File: src/rtl/mux_nto1_rr_pkg.sv
// Shared mode encodings and sizing helper for the N-to-1 round-robin mux.
package mux_pkg;

    localparam logic MODE_SEL = 1'b0;
    localparam logic MODE_RR  = 1'b1;

    // Index width that stays at least one bit, so N=2 still yields a usable select.
    function automatic int clog2_min1(input int n);
        return (n <= 2) ? 1 : $clog2(n);
    endfunction

endpackage

File: src/rtl/mux_nto1_rr_if.sv
// Producer-side and consumer-side handshake bundle for mux_nto1_rr.
interface mux_nto1_rr_if
    import mux_pkg::*;
#(
    parameter int WIDTH = 8,
    parameter int N     = 4
);
    localparam int SELW = clog2_min1(N);

    logic                 mode;
    logic [SELW-1:0]      sel;
    logic [N-1:0]         in_valid;
    logic [N-1:0]         in_ready;
    logic [N*WIDTH-1:0]   in_data;
    logic                 out_valid;
    logic                 out_ready;
    logic [WIDTH-1:0]     out_data;
    logic [SELW-1:0]      out_chan;

    modport master (
        output mode, sel, in_valid, in_data, out_ready,
        input  in_ready, out_valid, out_data, out_chan
    );

    modport slave (
        input  mode, sel, in_valid, in_data, out_ready,
        output in_ready, out_valid, out_data, out_chan
    );

endinterface

File: src/rtl/mux_nto1_rr_arbiter.sv
// Combinational rotating-priority arbiter: first requester at or after ptr wins.
// Zero latency; no state, the caller owns the pointer.
module rr_arbiter #(
    parameter int N    = 4,
    parameter int SELW = 2
) (
    input  logic [N-1:0]    req_i,
    input  logic [SELW-1:0] ptr_i,
    output logic            gnt_valid_o,
    output logic [SELW-1:0] gnt_idx_o
);

    int unsigned j;

    // Scan offsets from farthest to nearest so the nearest requester overwrites last.
    always_comb begin
        gnt_valid_o = 1'b0;
        gnt_idx_o   = '0;
        j           = 0;
        for (int k = N - 1; k >= 0; k--) begin
            j = int'(ptr_i) + k;
            if (j >= N) begin
                j = j - N;
            end
            if (req_i[j]) begin
                gnt_valid_o = 1'b1;
                gnt_idx_o   = SELW'(j);
            end
        end
    end

endmodule

File: src/rtl/mux_nto1_rr.sv
// N-to-1 mux with explicit-select or round-robin grant and a registered output stage.
// One cycle input-to-output latency; in_ready drops for all channels while output is held.
module mux_nto1_rr
    import mux_pkg::*;
#(
    parameter int WIDTH = 8,
    parameter int N     = 4
) (
    input  logic clk,
    input  logic rst,
    mux_nto1_rr_if.slave bus
);
    localparam int SELW = clog2_min1(N);

    logic [SELW-1:0]  ptr_q, ptr_d;
    logic             out_valid_q, out_valid_d;
    logic [WIDTH-1:0] out_data_q, out_data_d;
    logic [SELW-1:0]  out_chan_q, out_chan_d;

    logic             rr_vld;
    logic [SELW-1:0]  rr_idx;
    logic             sel_vld;
    logic [SELW-1:0]  sel_idx;
    logic             gnt_vld;
    logic [SELW-1:0]  gnt_idx;
    logic [WIDTH-1:0] gnt_data;
    logic             load;
    logic             xfer;
    logic [N-1:0]     in_ready;

    rr_arbiter #(.N(N), .SELW(SELW)) u_arb (
        .req_i       (bus.in_valid),
        .ptr_i       (ptr_q),
        .gnt_valid_o (rr_vld),
        .gnt_idx_o   (rr_idx)
    );

    // Explicit select matches against real channel indices only, so sel >= N grants nothing.
    always_comb begin
        sel_vld = 1'b0;
        sel_idx = '0;
        for (int i = 0; i < N; i++) begin
            if (bus.sel == SELW'(i) && bus.in_valid[i]) begin
                sel_vld = 1'b1;
                sel_idx = SELW'(i);
            end
        end
    end

    assign gnt_vld = (bus.mode == MODE_RR) ? rr_vld : sel_vld;
    assign gnt_idx = (bus.mode == MODE_RR) ? rr_idx : sel_idx;
    assign load    = ~out_valid_q | bus.out_ready;
    assign xfer    = load & gnt_vld & ~rst;

    always_comb begin
        in_ready = '0;
        gnt_data = '0;
        for (int i = 0; i < N; i++) begin
            if (gnt_idx == SELW'(i)) begin
                in_ready[i] = xfer;
                gnt_data    = bus.in_data[i*WIDTH +: WIDTH];
            end
        end
    end

    always_comb begin
        out_valid_d = out_valid_q;
        out_data_d  = out_data_q;
        out_chan_d  = out_chan_q;
        ptr_d       = ptr_q;
        if (load) begin
            out_valid_d = gnt_vld;
        end
        if (xfer) begin
            out_data_d = gnt_data;
            out_chan_d = gnt_idx;
            if (bus.mode == MODE_RR) begin
                ptr_d = (gnt_idx == SELW'(N - 1)) ? '0 : gnt_idx + SELW'(1);
            end
        end
    end

    always_ff @(posedge clk) begin
        if (rst) begin
            out_valid_q <= 1'b0;
            out_data_q  <= '0;
            out_chan_q  <= '0;
            ptr_q       <= '0;
        end else begin
            out_valid_q <= out_valid_d;
            out_data_q  <= out_data_d;
            out_chan_q  <= out_chan_d;
            ptr_q       <= ptr_d;
        end
    end

    assign bus.in_ready  = in_ready;
    assign bus.out_valid = out_valid_q;
    assign bus.out_data  = out_data_q;
    assign bus.out_chan  = out_chan_q;

endmodule
File: src/flat_wrapper.sv
// flat-port wrapper written by rule: the top's interface ports become plain ports
module mux_nto1_rr_flat import mux_pkg::*;
#(
    parameter int WIDTH = 8,
    parameter int N     = 4
)
  (clk, rst, bus_mode, bus_sel, bus_in_valid, bus_in_data, bus_out_ready, bus_in_ready, bus_out_valid, bus_out_data, bus_out_chan);
  mux_nto1_rr_if #(.WIDTH(WIDTH), .N(N)) bus_i ();
  input  logic clk;
  input  logic rst;
  input wire logic [$bits(bus_i.mode)-1:0] bus_mode;
  input wire logic [$bits(bus_i.sel)-1:0] bus_sel;
  input wire logic [$bits(bus_i.in_valid)-1:0] bus_in_valid;
  input wire logic [$bits(bus_i.in_data)-1:0] bus_in_data;
  input wire logic [$bits(bus_i.out_ready)-1:0] bus_out_ready;
  output wire logic [$bits(bus_i.in_ready)-1:0] bus_in_ready;
  output wire logic [$bits(bus_i.out_valid)-1:0] bus_out_valid;
  output wire logic [$bits(bus_i.out_data)-1:0] bus_out_data;
  output wire logic [$bits(bus_i.out_chan)-1:0] bus_out_chan;
  assign bus_i.mode = bus_mode;
  assign bus_i.sel = bus_sel;
  assign bus_i.in_valid = bus_in_valid;
  assign bus_i.in_data = bus_in_data;
  assign bus_i.out_ready = bus_out_ready;
  assign bus_in_ready = bus_i.in_ready;
  assign bus_out_valid = bus_i.out_valid;
  assign bus_out_data = bus_i.out_data;
  assign bus_out_chan = bus_i.out_chan;
  mux_nto1_rr #(.WIDTH(WIDTH), .N(N)) u_core (.clk(clk), .rst(rst), .bus(bus_i));
endmodule
File: config.mk
export PLATFORM = sky130hd
export DESIGN_NAME = mux_nto1_rr_flat
export DESIGN_NICKNAME = d
export VERILOG_FILES = /design/src/rtl/mux_nto1_rr_pkg.sv /design/src/rtl/mux_nto1_rr_if.sv /design/src/rtl/mux_nto1_rr_arbiter.sv /design/src/rtl/mux_nto1_rr.sv /design/src/flat_wrapper.sv
export SDC_FILE = /design/constraint.sdc
export NUM_CORES = 1
export LEC_CHECK = 0
export CAP_MARGIN = 20
export CELL_PAD_IN_SITES_DETAIL_PLACEMENT = 2
export CELL_PAD_IN_SITES_GLOBAL_PLACEMENT = 2
export CORE_ASPECT_RATIO = 0.7
export CORE_MARGIN = 4
export CORE_UTILIZATION = 19
export DETAILED_ROUTE_END_ITERATION = 6
export PLACE_DENSITY = 0.75
export SETUP_SLACK_MARGIN = 0.5
export SKIP_CTS_REPAIR_TIMING = 1
export SLEW_MARGIN = 20
export SYNTH_ARGS = -nofsm -noshare
export SYNTH_HDL_FRONTEND = slang
export SYNTH_SLANG_ARGS = --single-unit
File: constraint.sdc
create_clock -name clk -period 2.4 [get_ports clk]
set_clock_uncertainty 0.2 [all_clocks]
set_input_delay 0.48 -clock clk [delete_from_list [all_inputs] [get_ports clk]]
set_output_delay 0.48 -clock clk [all_outputs]
set_load 0.01 [all_outputs]
Yosys cells after proc, flatten, opt, wreduce, memory -nomap -nowiden --
Cells that the tools add are included.
Word-level totals: flip-flop bits (word level) 13, input port bits 42, output and inout bits 15
Cells by class: add/subtract/negate cells 8, order comparisons 8, eq/ne operators 6, multiplexer cells 38, bitwise operators 5, reduce and logical (&&, ||, !) cells 7
Operators with widths (count):
- < comparator 32 x 3 -> 1 bit, second input constant | 4
- 2-to-1 mux 32 bit | 4
- greater-or-equal comparator 32 x 3 -> 1 bit, second input constant | 1
- 2-to-1 mux 8 bit | 4
- subtractor 32 x 3 -> 32 bit, second input constant | 1
- 2-to-1 mux 1 bit | 18
- 2-to-1 mux 2 bit | 8
- binary-select mux 1 bit (select 2 bit) | 4
- == test 2 bit, second input constant | 4
- subtractor 3 x 3 -> 4 bit, second input constant | 2
- adder 2 x 2 -> 3 bit, second input constant | 2
- greater-or-equal comparator 3 bit, second input constant | 2
- == test 2 x 1 -> 1 bit, second input constant | 2
- logical AND 1 bit | 4
- zero test 2 bit | 2
- subtractor 2 x 3 -> 4 bit, second input constant | 1
- adder 2 x 1 -> 3 bit, second input constant | 1
- greater-or-equal comparator 2 x 3 -> 1 bit, second input constant | 1
- adder 2 x 1 -> 2 bit, second input constant | 1
- bitwise AND 1 bit | 2
- NOT 1 bit | 2
- AND reduction 2 bit | 1
- OR 1 bit | 1

Logic depth before layout (Yosys ltp) --
Gate-level depths: netlist of run 1.
depth after elaboration 15, mapped depth 10, depth with buffers taken out 9

Hierarchy --
From an unflattened synthesis of run 1, not the netlist that was laid out.
Second synthesis, totals: cells, all modules 114, area, all modules 954.7 sq um
Modules (own cells, without submodules):
- mux_nto1_rr | instances 1, cells an instance 101, area each 877.1 sq um, seq. area each 260.2 sq um
- rr_arbiter | instances 1, cells an instance 13, area each 77.6 sq um, seq. area each 0.0 sq um

Least setup slack after synthesis of run 1 --
No wires, ideal clock.
path type input to output, from in bus_in_valid[2], to out bus_in_ready[3], arrival time 2.142 ns, data required time 1.720 ns, setup slack -0.422 ns, cell stages on the path 8, buffers on the path 2, cell sequence nor2b_1 -> o21ai_0 -> o2111ai_1 -> o21ai_0 -> ha_1 -> clkbuf_1 -> clkbuf_1 -> nor3b_1
On the way: elaborated cells between the ends (all ways) 27
RTL lines:
- start, declared | RTL line flat_wrapper.sv:13 | input wire logic [$bits(bus_i.in_valid)-1:0] bus_in_valid;
- binary-select mux 1 bit (select 2 bit) | RTL line mux_nto1_rr_arbiter.sv:25 | if (req_i[j]) begin
- 2-to-1 mux 1 bit (not written as such) | RTL line mux_nto1_rr_arbiter.sv:25
- 2-to-1 mux 2 bit (4 in a row) | RTL line mux_nto1_rr_arbiter.sv:25
- 2-to-1 mux 2 bit (*) | RTL line mux_nto1_rr.sv:51 | assign gnt_idx = (bus.mode == MODE_RR) ? rr_idx : sel_idx;
- via u_core.gnt_idx[0] | RTL line mux_nto1_rr.sv:25 | logic [SELW-1:0] gnt_idx;
- == test 2 bit (*) | RTL line mux_nto1_rr.sv:59 | if (gnt_idx == SELW'(i)) begin
- 2-to-1 mux 1 bit (*) | RTL line mux_nto1_rr.sv:59
- end, declared | RTL line flat_wrapper.sv:16 | output wire logic [$bits(bus_i.in_ready)-1:0] bus_in_ready;
The timed path passes the listed nets; every way through them passes the cells marked *. The select of a mux whose other input is x is not followed.

Worst setup path in the final report of run 1 --
Ends and elaborated chain as after synthesis.

==> results.txt, run 1 <==
- Outcome: finished, violations left
- The final reports fail on setup timing.
* Tmin final: 2600 ps
- The post-synthesis compound-gate area fraction is 0.423.
- CTS tree: done
- For the pin with the worst max-slew slack, the measured transition is 359 ps.
* Max cap viols: 0
- Number of cells traversed by the worst hold path: 2
* Die Footprint: 7000 um2
- For the worst setup path, the data arrival time is 1920 ps.
- Synth area leader: sky130_fd_sc_hd__dfxtp_1
- Fraction of the mapped netlist area in simple logic gates: 0.159
- Clk buf depth: 2
- Sw Share: 0.361
* Crit path required time: 1720 ps
* Dominant combinational cell family by area after synthesis: compound AO/OA/AOI/OAI gates
- The share of total power dissipated in the clock network is 0.195.
- Of the post-synthesis cell area, the dominant cell type holds 0.240.
* Clk sinks: 13
- Relative to the synthesized area, the layout overhead comes to 104%.
* Mapped Nets: 171
- In this run, the number of DRC markers left after iteration 0 of detailed routing was 30.
- Placeable core region: 5400 um2
- Among all flip-flop cells after synthesis, the most frequent one is sky130_fd_sc_hd__dfxtp_1.
- The completed layout was analyzed and its total power is 1.03 mW.
- The first global-routing pass estimated 7720 um of wire.
* Residual antenna-violating net count after detailed routing: 0
- Most used standard cell by instance count after synthesis: sky130_fd_sc_hd__a21oi_1
- Category of the most critical setup path: in -> out
* Via count of the first global-routing pass: 1390
- Seq cells post-synth: 13
- After clock tree synthesis, the clock-pin slew on the worst setup and hold paths is 50 ps.
- Number of enable-type register cells in the synthesized netlist: 0
- Peak per-stage delay on the critical path: 320 ps
- RSZ-0062 raised after global routing: yes
- Clk root buf: sky130_fd_sc_hd__clkbuf_8
* Share of the cycle needed by the critical path after routing: 1.08
* Combined global-route utilization of all metal layers: 0.136
- Final hold vios: 0
- The wire-length estimate of the detail-placed layout is 4100 um.
- Hold worst-path end: u_core.bus.out_data[1]$_SDFFE_PP0P_
- At the later pin of the worst-skew pair, clock insertion delay measures 240 ps.
* R2R Path Start: u_core.ptr_q[1]$_SDFFE_PP0P_
- Initial core utilization: 0.201
- For this block, the routed nets add up to 5880 um of wire.
- Nets: 251
- The highest layer touched by signal routing is met3.
- For this design the ratio of total power to cell area is 466 nW/um2.
- H-tree depth: 1
- Number of CTS-inserted buffers: 3
* Slowest-stage cell, CP: sky130_fd_sc_hd__a31oi_4
- The number of antenna violations at the first check in global routing was 0.
- Cell-internal power: 0.660 mW
- 57 I/O pins were placed.
- Of the synthesized area, sequential elements account for 0.240.
- Routability-driven placement congestion ratio: 0.863
- For this block, wires on met1 add up to 2670 um.
* Avg Vias per Cell: 4.89
- Comb pwr share: 0.547
- Switching component of the power: 0.374 mW
* Share of final-layout standard cells stronger than drive strength 1: 0.436
- The routed layout has 1350 vias.
* Antenna diode count: 0
- After floorplanning, the core was divided into 22 placement rows.
* Most numerous cell types in the synthesized netlist: sky130_fd_sc_hd__a21oi_1 (19), sky130_fd_sc_hd__dfxtp_1 (13), sky130_fd_sc_hd__a211oi_2 (9), sky130_fd_sc_hd__inv_1 (9), sky130_fd_sc_hd__a22oi_1 (8)
* Number of warnings printed during yosys synthesis: 0
* Leakage power figure: 0.898 nW
* Aggregate global routing overflow: 0
- Setup violations, final: 12
- Total placed cells including tap cells: 264
- Length of routed met3 wiring: 329 um
* Horizontal extent of the die: 98.3 um
- Of the total power, registers draw 0.258.
* Synth Instances: 125
- CP endpoint kind: output port
- Type of the worst min-delay path: reg -> reg
* Fraction of synthesized area in multiplexers: 0.0404
- The final max-slew violation count is 0.
* Share of the synthesized netlist area taken by xor and xnor gates: 0
* Post-synth cell types: 33
* Main area contributors after synthesis: sky130_fd_sc_hd__dfxtp_1 (24%), sky130_fd_sc_hd__a211oi_2 (10%), sky130_fd_sc_hd__a21oi_1 (8.8%), sky130_fd_sc_hd__a221o_1 (6.5%), sky130_fd_sc_hd__a22oi_1 (5.5%)
* Mean post-synth cell area: 8.68 um2
- The worst setup path is launched from an input port.
* Final worst-path setup slack: -201 ps
- Buffers placed on the I/O ports in this run total 56.
* Setup slack of the most critical reg-to-reg path: -80 ps
* Filler Cell Count: 577
* Die height: 71.2 um
- Capturing point of the worst reg2reg path: u_core.bus.out_data[2]$_SDFFE_PP0P_
- Counting cells, the worst reg-to-reg path comes to 9.
- Once layout is complete, the cells apart from fillers number 276.
* Fraction of registers with async set or reset after synthesis: 0
* DRC viols: 0
- HP Start: u_core.bus.out_data[1]$_SDFFE_PP0P_
* Slew headroom: 0.754
* Largest net degree at the start of global routing: 17
- In the final routed layout, each cell accounts on average for 21.3 um.
- The first detailed-routing pass took 4 iterations.
- The critical path goes through buf_8 -> nor2b_4 -> a211o_1 -> a31oi_4 -> inv_2 -> ha_4 -> nor3b_4 -> buf_6.
- Total length of routed met2 wires: 2880 um
- Summed instance area of the synthesized netlist: 1080 um2
* Worst VDD drop: 181 uV
* Worst-path fanout max: 4
* Maximum operating frequency: 0.384 GHz
- Of the total synthesized cell area, the portion taken by full adders, half adders and majority gates is 0.0461.
critical path, delay by kind of cell:
| kind | cells | cell delay (ps) |
|---|---|---|
| AOI/OAI and AO/OA | 2 | 620 |
| adders and majority gates | 1 | 190 |
| buffers and inverters | 3 | 360 |
| and+or+nand+nor | 2 | 270 |
stage by stage:
| stage | area, um2 | setup slack, ps | util | setup TNS [ps] | hold slack (ps) |
|---|---|---|---|---|---|
| detailed placement | 1930 | -1060 | 0.358 | -12590 | 357 |
| global placement | 1930 | -927 | 0.358 | -10350 | 320 |
| global route | 2220 | -288 | 0.411 | -2400 | 386 |
| CTS | 1980 | -1060 | 0.366 | -10250 | 359 |
| finish | 2220 | -201 | 0.411 | -1190 | 363 |
| floorplan | 1220 | -6.01 | - | -11.8 | 323 |
sequential cells by signal (all words and copies together), names as in the netlist:
register / flops
u_core.bus.out_data: 8
u_core.ptr_q: 2
u_core.bus.out_valid: 1
u_core.bus.out_chan: 2
area by class of cell:
class	count	area [um2]	share of cell area
multi-input cells	91	993	0.448
repair buffers	87	793	0.358
well taps	72	90.1	0.0406
clock buffers	4	45.0	0.0203
inverters	9	33.8	0.0152
flip-flops and latches	13	262	0.118
logic make-up (layout without fill, tap and decap cells):
kind of cell,Yosys count,in the layout
AO/OA/AOI/OAI,57,57
flip-flops,13,13
adder cells (fa/ha/maj),4,4
multiplexers,4,4
buffers and inverters,21,100
AND/OR/NAND/NOR,26,26
per-layer routing:
layer / GRT usage / up-vias
met4: 0.0182 / 0
met5: 0 / -
met2: 0.223 / 50
met1: 0.185 / 669
li1: - / 631
met3: 0.0350 / 0
worst max path at each step:
stage                                                to  slack [ps]                    startpoint  cells past startpoint
finish                                  bus_in_ready[3]        -200               bus_in_valid[2]                      8
global route                            bus_in_ready[3]        -290  u_core.ptr_q[1]$_SDFFE_PP0P_                      7
CTS                                     bus_in_ready[0]       -1060               bus_in_valid[0]                      8
detailed placement  u_core.bus.out_data[2]$_SDFFE_PP0P_       -1060               bus_in_valid[0]                     11
global placement                        bus_in_ready[2]        -930               bus_in_valid[0]                      8
floorplan                               bus_in_ready[3]          -6               bus_in_valid[2]                      8
placed cells by master, fill, tap and decap left out, types with 3 or more instances in the layout:
master and count:
sky130_fd_sc_hd__dfxtp_1 12, sky130_fd_sc_hd__inv_1 8, sky130_fd_sc_hd__a221o_1 7, sky130_fd_sc_hd__clkdlybuf4s50_1 45, sky130_fd_sc_hd__nor2_1 4, sky130_fd_sc_hd__buf_4 28
sky130_fd_sc_hd__clkbuf_8 3, sky130_fd_sc_hd__a21oi_1 19, sky130_fd_sc_hd__a22oi_2 8, sky130_fd_sc_hd__nor3b_4 5, sky130_fd_sc_hd__ha_4 4, sky130_fd_sc_hd__a211oi_2 9
sky130_fd_sc_hd__buf_6 6, sky130_fd_sc_hd__nor2b_4 5, sky130_fd_sc_hd__buf_2 3
power by group through the flow:
stage / clock [mW] / combinational (mW) / sequential (mW)
6_report: 0.201 / 0.566 / 0.267
4_1_cts: 0.200 / 0.476 / 0.266
3_3_place_gp: 0 / 0.448 / 0.268
3_5_place_dp: 0 / 0.472 / 0.270
5_1_grt: 0.213 / 0.606 / 0.270
2_1_floorplan: 0 / 0.248 / 0.277
Note: power is estimated with default switching activity, not from simulation.
==> run 2: changes to the inputs <==
--- a/config.mk
+++ b/config.mk
@@ -10,12 +10,13 @@
 export CELL_PAD_IN_SITES_GLOBAL_PLACEMENT = 2
 export CORE_ASPECT_RATIO = 0.7
 export CORE_MARGIN = 4
-export CORE_UTILIZATION = 19
+export CORE_UTILIZATION = 17
 export DETAILED_ROUTE_END_ITERATION = 6
-export PLACE_DENSITY = 0.75
+export PLACE_DENSITY = 0.73
 export SETUP_SLACK_MARGIN = 0.5
 export SKIP_CTS_REPAIR_TIMING = 1
 export SLEW_MARGIN = 20
 export SYNTH_ARGS = -nofsm -noshare
 export SYNTH_HDL_FRONTEND = slang
+export SYNTH_HIERARCHICAL = 1
 export SYNTH_SLANG_ARGS = --single-unit
==> run 2 against run 1 <==
The flow still finishes with violations (setup timing). First-iteration DRC count is 23% higher. Worst setup slack improved by 51 ps. Core utilization shrank 1.1 points. Sequential power is 2% lower. Final cell count down 2.9%. Combinational power decreased by 15%. Critical path depth rose by 3. Largest power group unchanged. Non-clock buffer count shrank 4. Clock power up 6%. Cell area shrank 3.8%. Global-route usage decreased by 0.63 points.
==> results.txt, run 2 <==
* Outcome: finished, violations left
* Violations in the final reports: setup timing
* Final HPWL DP: 3620 um (-12%)
- Fraction of registers with async set or reset after synthesis: 0 (unchanged)
- The number of cells on the worst hold path came to 2 (unchanged).
- Most common cell after layout, fill and taps aside: sky130_fd_sc_hd__clkdlybuf4s50_1
* Crit path required time: 2410 ps (+690 ps)
* Number of detailed-route iterations in the first pass: 4 (unchanged)
- Ports placed on the boundary: 57 (unchanged)
- The initial cell density of the core is 0.179 (-0.0223).
- Sequential cell area fraction in the yosys report: 0.273 (+0.0327)
- The die footprint was 6900 um2 (-1.5%).
* Main flop type after synthesis: sky130_fd_sc_hd__dfxtp_1
- By count the netlist is led by sky130_fd_sc_hd__dfxtp_1 (13), sky130_fd_sc_hd__nor2_1 (12), sky130_fd_sc_hd__a21oi_1 (11), sky130_fd_sc_hd__nor2b_1 (9).
* Final hold vios: 0 (unchanged)
- The total power per unit cell area is 447 nW/um2 (-4.0%).
* Share of final-layout standard cells stronger than drive strength 1: 0.510 (+0.0739)
- The number of flip-flops under the largest register name is 8 (unchanged).
- Post-synth cell types: 25 (-24%)
- The time the final worst path needs with I/O delays and setup is 2550 ps (-50.7 ps).
* Area growth from synthesis to layout: 123%
* Launch point of the critical path: u_core/ptr_q[1]$_SDFFE_PP0P_
* Mapped Nets: 160 (-6.4%)
* Max-slew violations: 0 (unchanged)
- The synthesized flop and latch total is 13 (unchanged).
- Nets: 243 (-3.2%)
* Avg Vias per Cell: 4.46 (-8.9%)
- The maximum level of the CTS H-tree came to 1 (unchanged).
* R2R Path Start: u_core/ptr_q[1]$_SDFFE_PP0P_
- Slew at the pin closest to its max-slew limit: 346 ps (-12.7 ps)
- The post-layout instance area was 2130 um2 (-3.8%).
- Worst reg-to-reg path cell count: 11 (+2)
- In this run the clock root is driven by a sky130_fd_sc_hd__clkbuf_8.
- Final worst-path setup slack: -151 ps (+50.7 ps)
- Hold Worst Slack: 298 ps (-64.8 ps)
- Number of port buffers: 56 (unchanged)
- The final setup violation count is 12 (unchanged).
- The final clock period utilization by the worst path came to 1.06 (-0.0211).
- The number of antenna violations at the first check in global routing came to 0 (unchanged).
- RSZ-0062 raised after global routing: yes
- In the layout the commonest cells are sky130_fd_sc_hd__clkdlybuf4s50_1 (45), sky130_fd_sc_hd__buf_4 (22), sky130_fd_sc_hd__dfxtp_1 (11).
- The via count came to 1194 (-12%).
- Worst VDD drop: 159 uV (-12%)
* Synth area leader: sky130_fd_sc_hd__dfxtp_1
- Floorplan row count: 22 (unchanged)
- Among all cell types in the netlist, the one instantiated most often is sky130_fd_sc_hd__dfxtp_1.
- The synthesized area divided by synthesized cell count was 8.37 um2 (-3.5%).
- In this run the most critical hold path is launched from u_core/bus.out_data[6]$_SDFFE_PP0N_.
- The die span in x is 97.6 um (-0.76%).
- The number of antenna diodes came to 0 (unchanged).
- The setup slack of the worst register-to-register path was -150 ps (-70 ps).
- The worst hold path belongs to the class reg -> reg.
- Sorting the synthesized cells by area gives the leading types as sky130_fd_sc_hd__dfxtp_1 (27%), sky130_fd_sc_hd__mux2i_1 (8.4%), sky130_fd_sc_hd__nor2b_1 (5.9%), sky130_fd_sc_hd__a21oi_1 (5.8%), sky130_fd_sc_hd__a22oi_1 (5.5%).
* Synth Instances: 114 (-8.8%)
* Worst-path fanout max: 10 (+6)
* Aggregate global routing overflow: 0 (unchanged)
- Number of warnings printed during yosys synthesis: 6 (+6)
* Arr. time, crit path: 2560 ps (+640 ps)
- The pin count of the biggest net entering global routing is 15 (-2).
* Via count of the first global-routing pass: 1295 (-6.8%)
* Placeable core region: 5340 um2 (-1.0%)
- Max cap viols: 0 (unchanged)
* Top cell type's share of synthesized area: 0.273 (+0.0327)
- Wire length of the first global-routing pass: 7200 um (-6.8%)
* Clk buf depth: 2 (unchanged)
- The remaining antenna violation count is 0 (unchanged).
- The height of the die came to 70.7 um (-0.74%).
* Routability-driven placement congestion ratio: 0.759 (-12%)
- STA classifies the critical path endpoint as a flip-flop.
* Maximum operating frequency: 0.392 GHz (+2.0%)
- The placed cell area came to 1850 um2 (-4.1%).
- The remaining routing DRC violations came to 0 (unchanged).
* Slew headroom: 0.767 (+0.0135)
* Number of CTS-inserted buffers: 3 (unchanged)
- The cell leakage power was 0.858 nW (-4.5%).
* Total length of routed wires: 5240 um (-11%)
- The worst setup path is launched from a flip-flop.
* Combined global-route utilization of all metal layers: 0.129 (-0.00626)
- The later-pin clock latency in the skew report is 250 ps (about the same).
- The number of clock sinks seen by CTS was 13 (unchanged).
- Total power: 0.955 mW (-7.7%)
- Routed length per placed instance: 19.6 um (-8.2%)
- The critical path in this run is classified as reg -> reg.
* Number of enable-type register cells in the synthesized netlist: 0 (unchanged)
- The post-synthesis instance area came to 955 um2 (-12%).
- TritonCTS built the clock tree.
- Capturing point of the worst reg2reg path: u_core/bus.out_data[5]$_SDFFE_PP0N_
* Clk pin slew, worst setup/hold paths: 70 ps (+20 ps)
- For hold timing, the worst endpoint is u_core/bus.out_data[6]$_SDFFE_PP0N_.
* Number of DRC markers in iteration 0: 37 (+23%)
## run 2: cell count changes in the layout (fill, tap and decap cells not counted), moves of 7 or more
cell,change
sky130_fd_sc_hd__a221o_1,-7
sky130_fd_sc_hd__o22ai_2,+7
sky130_fd_sc_hd__a211oi_2,-8
sky130_fd_sc_hd__a21oi_1,-17
sky130_fd_sc_hd__a21oi_2,+7
sky130_fd_sc_hd__inv_1,-7
## run 2: logic make-up (layout without fill, tap and decap cells)
kind of cell,after synthesis,after routing,synth area share
AO/OA/AOI/OAI,31,31,0.219
flip-flops,13,13,0.273
buffers and inverters,11,93,0.0511
adder cells (fa/ha/maj),4,4,0.0524
multiplexers,15,15,0.178
AND/OR/NAND/NOR,40,40,0.227
## run 2: metal layers
| layer | vias to the layer above | wire length (um) | track usage | share of wire |
|---|---|---|---|---|
| li1 | 572 | - | - | - |
| met1 | 585 | 2370 | 0.173 | 0.45 |
| met2 | 33 | 2650 | 0.215 | 0.51 |
| met3 | 4 | 192 | 0.0374 | 0.037 |
| met4 | 0 | 30 | 0.0138 | 0.0057 |
| met5 | - | 0 | 0 | 0 |
## run 2: cell type report
| cell class | instances | area (um2) |
|---|---|---|
| timing repair buffer | 83 | 786 |
| tap | 72 | 90.1 |
| sequential | 13 | 268 |
| fill | 572 | 3210 |
| clock buffer | 4 | 45.0 |
| inverter | 6 | 28.8 |
| multi-input combinational | 90 | 916 |
## run 2: worst max-delay path: stages (launching register included)
cell and delay [ps]:
sky130_fd_sc_hd__dfxtp_4 400, sky130_fd_sc_hd__mux2i_2 230, sky130_fd_sc_hd__a211oi_2 110, sky130_fd_sc_hd__a21oi_2 290, sky130_fd_sc_hd__inv_2 110, sky130_fd_sc_hd__ha_2 200, sky130_fd_sc_hd__buf_4 140, sky130_fd_sc_hd__buf_8 140
sky130_fd_sc_hd__nor2b_4 250, sky130_fd_sc_hd__a22oi_2 90, sky130_fd_sc_hd__a21oi_1 170, sky130_fd_sc_hd__mux2_4 160
## run 2: power by group
| part | switching (mW) | total (mW) | internal [mW] |
|---|---|---|---|
| clock network | 0.0946 | 0.213 | 0.118 |
| logic | 0.207 | 0.480 | 0.273 |
| registers | 0.0197 | 0.262 | 0.243 |
## run 2: how the worst max path moves through the flow
stage / to / cells past startpoint
floorplan: u_core/bus.out_data[3]$_SDFFE_PP0N_ / 11
global placement: bus_in_ready[1] / 9
detailed placement: u_core/bus.out_data[3]$_SDFFE_PP0N_ / 12
CTS: bus_in_ready[2] / 10
global route: u_core/bus.out_data[3]$_SDFFE_PP0N_ / 11
finish: u_core/bus.out_data[5]$_SDFFE_PP0N_ / 11
## run 2: through the flow
stage / util / setup WS (ps) / std cells / TNS [ps]
5_1_grt: 0.399 / -302 / 268 / -2900
3_3_place_gp: 0.347 / -869 / 257 / -8670
2_1_floorplan: - / 140 / 114 / 0
4_1_cts: 0.355 / -946 / 261 / -8550
6_report: 0.399 / -151 / 268 / -1480
3_5_place_dp: 0.347 / -935 / 257 / -10760
==> run 3: changes to the inputs <==
--- a/config.mk
+++ b/config.mk
@@ -8,7 +8,6 @@
 export CAP_MARGIN = 20
 export CELL_PAD_IN_SITES_DETAIL_PLACEMENT = 2
 export CELL_PAD_IN_SITES_GLOBAL_PLACEMENT = 2
-export CORE_ASPECT_RATIO = 0.7
 export CORE_MARGIN = 4
 export CORE_UTILIZATION = 17
 export DETAILED_ROUTE_END_ITERATION = 6
==> run 3 against run 2 <==
The flow still finishes with violations (setup timing). Cell area up 6.6%. Core utilization up 1.6 points. Clock power down 3%. Highest routed layer unchanged.
==> results.txt, run 3 (synthesized netlist as in run 2, its figures left out) <==
* CP Capture Point: bus_in_ready[2]
- The number of antenna diodes is 0 (unchanged).
* Sequential fraction of design power: 0.269 (-0.006)
* Clk pin slew, worst setup/hold paths: 60 ps (about the same)
* Ports placed on the boundary: 57 (unchanged)
* Sw Share: 0.327 (-0.00933)
- Switching component of the power: 0.318 mW (-0.92%)
- H-tree depth: 1 (unchanged)
- Number of detailed-route iterations in the first pass: 4 (unchanged)
* Post-route cell area: 2270 um2 (+6.6%)
- The number of hold violations in the final report came to 0 (unchanged).
- The maximum vdd drop is 183 uV (+15%).
- The final critical-path setup slack is -226 ps (-74.9 ps).
- Cell-internal power: 0.655 mW (+3.3%)
- Comb pwr share: 0.519 (+0.017)
* Area growth from synthesis to layout: 138%
* Via count of the first global-routing pass: 1399 (+8.0%)
- Areal power density over the cells: 428 nW/um2 (-4.4%)
- The time the final worst path needs with I/O delays and setup is 2630 ps (+74.9 ps).
* R2R Path Start: u_core/ptr_q[1]$_SDFFE_PP0P_
* Proportion of power drawn by the clock network: 0.212 (-0.011)
* Die Footprint: 6880 um2 (-0.28%)
- The library cells used most frequently in the layout, excluding fill and tap cells, are sky130_fd_sc_hd__clkdlybuf4s50_1 (45), sky130_fd_sc_hd__buf_4 (27), sky130_fd_sc_hd__buf_6 (14).
- Worst-path fanout max: 5 (-5)
- DRC viols: 0 (unchanged)
* Wire length of the first global-routing pass: 7330 um (+1.8%)
* Clk sinks: 13 (unchanged)
- The global router's overall resource usage was 0.132 (+0.00254).
* Violations in the final reports: setup timing
- Setup slack of the most critical reg-to-reg path: -190 ps (-40 ps)
* Final Util: 0.416 (+0.0162)
- The total grt overflow came to 0 (unchanged).
* Max-slew violations: 0 (unchanged)
- CTS placed an instance of sky130_fd_sc_hd__clkbuf_8 at the clock tree root.
- The height of the die came to 82.9 um (+17%).
* Kind of start point of the critical path: flip-flop
- The later-pin clock latency in the skew report was 250 ps (about the same).
- The max-capacitance violation count was 0 (unchanged).
- The flow ran to the end, but the final reports show violations.
* Capturing point of the worst reg2reg path: u_core/bus.out_data[1]$_SDFFE_PP0N_
- Category of the most critical setup path: reg -> out
- The initial cell density of the core came to 0.174 (-0.00433).
* Largest net degree at the start of global routing: 15 (unchanged)
* Slew at the pin closest to its max-slew limit: 306 ps (-40.4 ps)
- The via-per-instance ratio came to 4.48 (+0.52%).
- Total length of routed wires: 5180 um (-1.2%)
- STA classifies the critical path endpoint as an output port.
- The core box area is 5470 um2 (+2.5%).
* Floorplan row count: 27 (+23%)
- Number of DRC markers in iteration 0: 22 (-41%)
- Share of the cycle needed by the critical path after routing: 1.09 (+0.0312)
- Hold Worst Slack: 276 ps (-21.8 ps)
- The post-DP HPWL is 3660 um (+1.1%).
* Clk buf depth: 2 (unchanged)
- The tightest slew margin relative to the limit is 0.795 (+0.0272).
- The critical path starts at u_core/ptr_q[1]$_SDFFE_PP0P_.
- Share of final-layout standard cells stronger than drive strength 1: 0.548 (+0.0379)
* Worst reg-to-reg path cell count: 12 (+1)
* Crit path required time: 1720 ps (-690 ps)
- Residual antenna-violating net count after detailed routing: 0 (unchanged)
* Area of combinational cells with multiple inputs: 937 um2 (+2.3%)
- TritonCTS built the clock tree.
- Setup violations, final: 12 (unchanged)
* DP Area: 1870 um2 (+0.81%)
- Maximum operating frequency: 0.381 GHz (-2.9%)
* Initial antenna violation count: 0 (unchanged)
- The number of flip-flops under the largest register name came to 8 (unchanged).
* Arr. time, crit path: 1950 ps (-610 ps)
- The die span in x is 82.9 um (-15%).
- Filler Cell Count: 584 (+2.1%)
- The layout net count was 255 (+4.9%).
- RSZ-0062 raised after global routing: yes
- Leakage power figure: 0.914 nW (+6.5%)
* Routed length per placed instance: 18.5 um (-5.4%)
- In this run the worst hold path is classified as reg -> reg.
- Combined flip-flop and latch cell area: 268 um2 (unchanged)
* Number of CTS-inserted buffers: 3 (unchanged)
- The weighted congestion at the end of routability-driven global placement is 0.759 (about the same).
- The via count is 1254 (+5.0%).
- The total of buffers placed on input and output ports came to 56 (unchanged).
- Leaving out fill and tap cells, the most frequent cell in the layout is sky130_fd_sc_hd__clkdlybuf4s50_1.
[run 3: layout make-up]
| cell class | instances | share of cell area |
|---|---|---|
| clock buffer | 4 | 0.0198 |
| sequential | 13 | 0.118 |
| timing repair buffer | 95 | 0.398 |
| inverter | 6 | 0.0127 |
| multi-input combinational | 90 | 0.412 |
| tap | 72 | 0.0396 |
[run 3: power groups by stage]
stage / clock [mW] / sequential [mW] / combinational (mW)
final: 0.207 / 0.261 / 0.505
after floorplan: 0 / 0.273 / 0.170
after global routing: 0.223 / 0.266 / 0.545
after global placement: 0 / 0.265 / 0.379
after detailed placement: 0 / 0.266 / 0.394
after CTS: 0.215 / 0.261 / 0.399
[run 3: layer usage]
layer,global-route usage,wire (um),up-vias
li1,-,-,598
met3,0.0387,254,4
met5,0,0,-
met2,0.251,2870,47
met1,0.140,2010,605
met4,0.0357,38,0
[run 3: critical path, cell delays in order (launching register included)]
cell and delay (ps):
sky130_fd_sc_hd__dfxtp_4 400, sky130_fd_sc_hd__nand2b_4 140, sky130_fd_sc_hd__a21oi_4 60, sky130_fd_sc_hd__a211oi_4 250
sky130_fd_sc_hd__a21oi_2 120, sky130_fd_sc_hd__buf_4 160, sky130_fd_sc_hd__buf_4 130, sky130_fd_sc_hd__ha_2 180
sky130_fd_sc_hd__inv_2 80, sky130_fd_sc_hd__nor2_2 40, sky130_fd_sc_hd__buf_2 130
[run 3: stage by stage]
stage / setup slack (ps) / power, mW / cells / setup TNS (ps)
floorplan: 140 / 0.443 / 114 / 0
global placement: -797 / 0.644 / 259 / -8360
detailed placement: -930 / 0.660 / 259 / -10250
CTS: -960 / 0.875 / 263 / -7780
global route: -327 / 1.03 / 280 / -2830
finish: -226 / 0.973 / 280 / -1540
[run 3: how the worst min path moves through the flow]
stage / from / end / slack, ps / cells after the start
final: u_core/bus.out_data[6]$_SDFFE_PP0N_ / u_core/bus.out_data[6]$_SDFFE_PP0N_ / 280 / 2
after global routing: u_core/bus.out_data[6]$_SDFFE_PP0N_ / u_core/bus.out_data[6]$_SDFFE_PP0N_ / 300 / 2
after CTS: u_core/bus.out_data[6]$_SDFFE_PP0N_ / u_core/bus.out_data[6]$_SDFFE_PP0N_ / 280 / 2
after detailed placement: u_core/bus.out_data[6]$_SDFFE_PP0N_ / u_core/bus.out_data[6]$_SDFFE_PP0N_ / 270 / 2
after global placement: u_core/bus.out_data[6]$_SDFFE_PP0N_ / u_core/bus.out_data[6]$_SDFFE_PP0N_ / 270 / 2
after floorplan: u_core/bus.out_chan[0]$_SDFFE_PP0N_ / u_core/bus.out_chan[0]$_SDFFE_PP0N_ / 300 / 2
